--- config.mk ---
export PLATFORM = sky130hd
export DESIGN_NAME = hub75_fb_readout
export DESIGN_NICKNAME = d
export VERILOG_FILES = /design/src/rtl/hub75_fb_readout.sv
export SDC_FILE = /design/constraint.sdc
export NUM_CORES = 2
export LEC_CHECK = 0
export CAP_MARGIN = 40
export CORE_MARGIN = 5
export CORE_UTILIZATION = 47
export CTS_CLUSTER_DIAMETER = 30
export DETAILED_ROUTE_END_ITERATION = 8
export SETUP_SLACK_MARGIN = 0.2
export SYNTH_ARGS = -nofsm -noshare
export SYNTH_HDL_FRONTEND = slang
export SYNTH_SLANG_ARGS = --single-unit
export TNS_END_PERCENT = 50
--- constraint.sdc ---
create_clock -name clk -period 4.1 [get_ports clk]
set_input_delay 0.82 -clock clk [delete_from_list [all_inputs] [get_ports clk]]
set_output_delay 0.82 -clock clk [all_outputs]
set_load 0.005 [all_outputs]
--- src/rtl/hub75_fb_readout.sv ---
// HUB75 row readout: fetches one panel row (two 16-bit FB words per 24-bit pixel) into a
// ping-pong line buffer while the display side reads the other half.
module hub75_fb_readout #(
  parameter int N_BANKS     = 2,
  parameter int N_ROWS      = 32,
  parameter int N_COLS      = 64,
  parameter int LOG_N_BANKS = $clog2(N_BANKS),
  parameter int LOG_N_ROWS  = $clog2(N_ROWS),
  parameter int LOG_N_COLS  = $clog2(N_COLS)
) (
  input  logic                   clk,
  input  logic                   rst,
  input  logic [LOG_N_BANKS-1:0] rd_bank_addr,
  input  logic [LOG_N_ROWS-1:0]  rd_row_addr,
  input  logic                   rd_row_load,
  output logic                   rd_row_rdy,
  input  logic                   rd_row_swap,
  input  logic [LOG_N_COLS-1:0]  rd_col_addr,
  input  logic                   rd_en,
  output logic [23:0]            rd_data,
  output logic                   ctrl_pending,
  input  logic                   ctrl_boot,
  input  logic                   ctrl_active,
  output logic                   ctrl_done,
  output logic [12:0]            fb_addr,
  output logic                   fb_rden,
  input  logic [15:0]            fb_data
);

  localparam logic [LOG_N_COLS:0] CNT_LAST = (LOG_N_COLS+1)'(2*N_COLS-1);
  localparam logic [LOG_N_COLS:0] CNT_ONE  = (LOG_N_COLS+1)'(1);

  logic                   pingpong_q;
  logic                   pending_q;
  logic [LOG_N_BANKS-1:0] bank_q;
  logic [LOG_N_ROWS-1:0]  row_q;
  logic [LOG_N_COLS:0]    cnt_q;
  logic                   cap_q;
  logic                   wr_q;
  logic [LOG_N_COLS-1:0]  col_q;
  logic [15:0]            half_q;
  logic [23:0]            mem [2*N_COLS];

  logic accept_load;
  logic accept_swap;

  assign rd_row_rdy   = ~pending_q & ~wr_q;
  assign accept_load  = rd_row_load & rd_row_rdy;
  assign accept_swap  = rd_row_swap & rd_row_rdy;
  assign ctrl_pending = pending_q;
  assign ctrl_done    = ctrl_active & (cnt_q == CNT_LAST);
  assign fb_rden      = ctrl_active;
  // Even cnt fetches pixel bits [15:0], odd cnt fetches ch2 in the low byte.
  assign fb_addr      = {row_q, cnt_q[LOG_N_COLS:1], bank_q, cnt_q[0]};

  always_ff @(posedge clk) begin
    if (rst) begin
      pingpong_q <= 1'b0;
      pending_q  <= 1'b0;
      bank_q     <= '0;
      row_q      <= '0;
      cnt_q      <= '0;
      cap_q      <= 1'b0;
      wr_q       <= 1'b0;
      col_q      <= '0;
      half_q     <= '0;
    end else begin
      if (accept_swap) begin
        pingpong_q <= ~pingpong_q;
      end
      if (accept_load) begin
        pending_q <= 1'b1;
        bank_q    <= rd_bank_addr;
        row_q     <= rd_row_addr;
      end else if (ctrl_done) begin
        pending_q <= 1'b0;
      end
      if (ctrl_boot) begin
        cnt_q <= '0;
      end else if (ctrl_active) begin
        cnt_q <= cnt_q + CNT_ONE;
      end
      cap_q <= ctrl_active & ~cnt_q[0];
      wr_q  <= ctrl_active & cnt_q[0];
      if (ctrl_active) begin
        col_q <= cnt_q[LOG_N_COLS:1];
      end
      if (cap_q) begin
        half_q <= fb_data;
      end
    end
  end

  // Pingpong cannot change while a write is in flight, since wr_q holds rd_row_rdy low.
  always_ff @(posedge clk) begin
    if (wr_q) begin
      mem[{~pingpong_q, col_q}] <= {fb_data[7:0], half_q};
    end
  end

  always_ff @(posedge clk) begin
    if (rst) begin
      rd_data <= '0;
    end else if (rd_en) begin
      rd_data <= mem[{pingpong_q, rd_col_addr}];
    end
  end

endmodule

==> results.json <==
{
  "status": "completed",
  "vias": 64900,
  "met3_length_mm": 36.7,
  "skew_ps": 86.3,
  "crit_required_ps": 3280,
  "yosysSeqAreaShare_pct": 77.8,
  "cap_violations": 0,
  "clk_pin_slew_worst_paths_ps": 40,
  "fmax_ghz": 0.263,
  "total_power_mw": 87.0,
  "wl_per_cell_um": 35.8,
  "crit_path_max_fanout": 6,
  "fp.dieW_um": 516,
  "dr.max_layer_used": "met5",
  "synth_largest_area_cell": "edfxtp_1",
  "cp.arrival_ps": 2980,
  "design_area_mm2": 0.149,
  "hold_violations": 0,
  "drt_drc_violations_left": 0,
  "h-tree-depth": 6,
  "grt_first_pass_wirelength_mm": 511,
  "cts.path.max_buffers": 4,
  "holdWs_ps": 291,
  "port_buffers": 75,
  "placed_area_mm2": 0.129,
  "power_density_mw_per_mm2": 586,
  "post-route-min-period_ps": 3800,
  "end_kind": "output pin",
  "synthCells": 5535,
  "initial_utilization_pct": 47.2,
  "dieHeight_um": 516,
  "antenna_found_initial": 27,
  "insertion_delay_ps": 970,
  "cts_tree": "yes",
  "period_share_pct": 92.7,
  "setup-violations-final": 0,
  "gr-usage-all-layers_pct": 27.6,
  "grt_max_degree": 82,
  "first_iter_violations": 8648,
  "worst_slack_ps": 300,
  "syn2layout_area_growth_pct": 23.7,
  "wl_met1_mm": 142,
  "synth_flop_cell": "edfxtp_1",
  "synth_cell_type_count": 75,
  "yosys_warnings": 0,
  "synth_top_area_share_pct": 76.8,
  "grt_overflow_total": 0,
  "fin_setup_tns_ps": 0,
  "maxSlewHeadroom_pct": 30.9,
  "synth-edff-count": 3072,
  "first_pass_iters": 6,
  "synth_area_per_cell_um2": 21.7,
  "vdd_ir_drop_max_v": 0.000506,
  "rsz0062_at_grt": "no",
  "viasPerCell": 6.30,
  "dr_wl_met2_mm": 171,
  "pre_cts_ws_ps": -275,
  "ys_seq_elements": 3135,
  "worst_setup_path_start_kind": "flop",
  "cts-root-buf": "clkbuf_16",
  "rows": 185,
  "pin_count": 76,
  "synth_area_leaders": "edfxtp_1 (77%), mux4_2 (13%), mux2i_1 (2.2%)",
  "syn-num-nets": 5571,
  "drv_slew": 0,
  "core-area_mm2": 0.254,
  "postCtsSetupRepairBufs": 0,
  "cts_made_buffers": 583,
  "drive_gt1_share_pct": 34.1,
  "syn-cell-area_mm2": 0.120,
  "nets": 6492,
  "postRouteWirelength_mm": 368,
  "drtAntennaViolNets": 0,
  "async_flop_share_pct": 0,
  "dieArea_mm2": 0.266,
  "worstMarginPinSlew_ps": 1040,
  "gp_congestion": 0.945,
  "cts.sinks": 3135,
  "place_hpwl_mm": 231,
  "critPathKind": "flop to output pin",
  "p_leak_nw": 47.7,
  "grt_pass1_vias": 64400,
  "min_path_type": "input pin to flop"
}
==> cells in the final DEF, fill, tap and decap left out, types with 17 or more instances in the layout <==
cell type and n:
edfxtp_1 3072, mux4_2 681, clkbuf_16 596, buf_4 497, mux2i_1 267, a22oi_1 133
nand2_1 127, nor2_2 115, bufinv_16 85, clkinv_2 85, nor2_1 84, o22ai_1 83
a21oi_1 82, nand3_1 78, clkbuf_1 76, clkinv_1 74, buf_12 68, clkdlybuf4s50_1 60
dfxtp_1 45, clkinvlp_4 45, o21ai_0 42, inv_6 40, nor2b_1 29, clkinv_4 27
o221ai_1 26, a32oi_1 26, a211oi_1 24, nor3_1 23, nand4_1 21, a221oi_1 21
mux2_2 20, nand2b_1 19, diode_2 17
==> synthesized netlist by cell type, types with 23 or more instances <==
master / number
o221ai_1: 26
clkbuf_1: 92
buf_4: 56
dfxtp_1: 63
buf_2: 83
a211oi_1: 25
mux4_2: 681
buf_1: 23
a21oi_1: 82
nor2b_1: 34
buf_6: 47
nand2_1: 128
mux2i_1: 267
nor3_1: 33
o21ai_0: 43
a22oi_1: 133
edfxtp_1: 3072
nand3_1: 78
nor2_1: 207
o22ai_1: 83
a32oi_1: 26
==> layout make-up <==
type                            count  area (um^2)
Clock inverter                    368         4410
Tap cell                         3366         4210
Multi-Input combinational cell   2086        25200
Antenna cell                       17         42.5
Fill cell                       18100       106000
Sequential cell                  3135        93600
Timing Repair Buffer              646         5950
Clock buffer                      678        15300
Inverter                            4         17.5
==> sequential cells by signal (all words and copies together) (netlist names), 5 cells and up <==
| name | count |
|---|---|
| row_q | 5 |
| half_q | 16 |
| rd_data | 24 |
| mem | 3072 |
| cnt_q | 7 |
| col_q | 6 |
==> report_power, final <==
| part | total (mW) | switching [mW] | internal (mW) |
|---|---|---|---|
| Clock | 47.9 | 15.8 | 32.0 |
| Combinational | 3.66 | 2.32 | 1.34 |
| Sequential | 35.5 | 0.257 | 35.3 |
| Total | 87.0 | 18.4 | 68.6 |
==> worst paths after layout <==
check | startpoint | endpoint | slack, ps | cells past startpoint
max | cnt_q[0]$_SDFFE_PP0P_ | ctrl_done | 300 | 7
min | fb_data[1] | mem[22][17]$_DFFE_PP_ | 290 | 1
max reg2reg | pingpong_q$_SDFFE_PP0P_ | rd_data[12]$_SDFFE_PP0P_ | 930 | 9
min reg2reg | bank_q$_SDFFE_PP0P_ | bank_q$_SDFFE_PP0P_ | 460 | 2
==> metal layers <==
layer / vias up / global-route usage, %
met4: 8 / 13.0
li1: 25500 / -
met1: 34700 / 38.0
met3: 763 / 6.32
met2: 3908 / 42.2
met5: - / 0
==> critical path, stage by stage, from the launching register on <==
cell and delay (ps):
dfxtp_2 530, ha_1 240, nand4_1 160, nor2_1 220, nand2_1 90, buf_4 220, inv_1 80, clkdlybuf4s50_1 490
==> through the flow <==
step,std cells,util (%)
3_3_place_gp,9209,50.6
4_1_cts,10300,58.4
2_1_floorplan,5535,-
5_1_grt,10300,58.4
3_5_place_dp,9233,50.7
6_report,10300,58.4
==> cells by family (layout without fill, tap and decap cells) <==
group / count (synthesis) / after routing / share of synthesized area (%)
xor+xnor: 6 / 6 / 0.0437
other cells: 0 / 17 / 0
simple gates: 576 / 576 / 2.22
fa+ha+maj: 1 / 1 / 0.0104
buf+inv: 314 / 1696 / 1.63
flops: 3135 / 3135 / 77.8
compound gates: 535 / 535 / 3.13
mux: 968 / 968 / 15.2
==> timing repair <==
item,4_1_cts,5_1_grt
resized for setup,1,0
hold buffers,0,0
setup endpoints to repair,1,0
(Power assumes the default switching activity.)
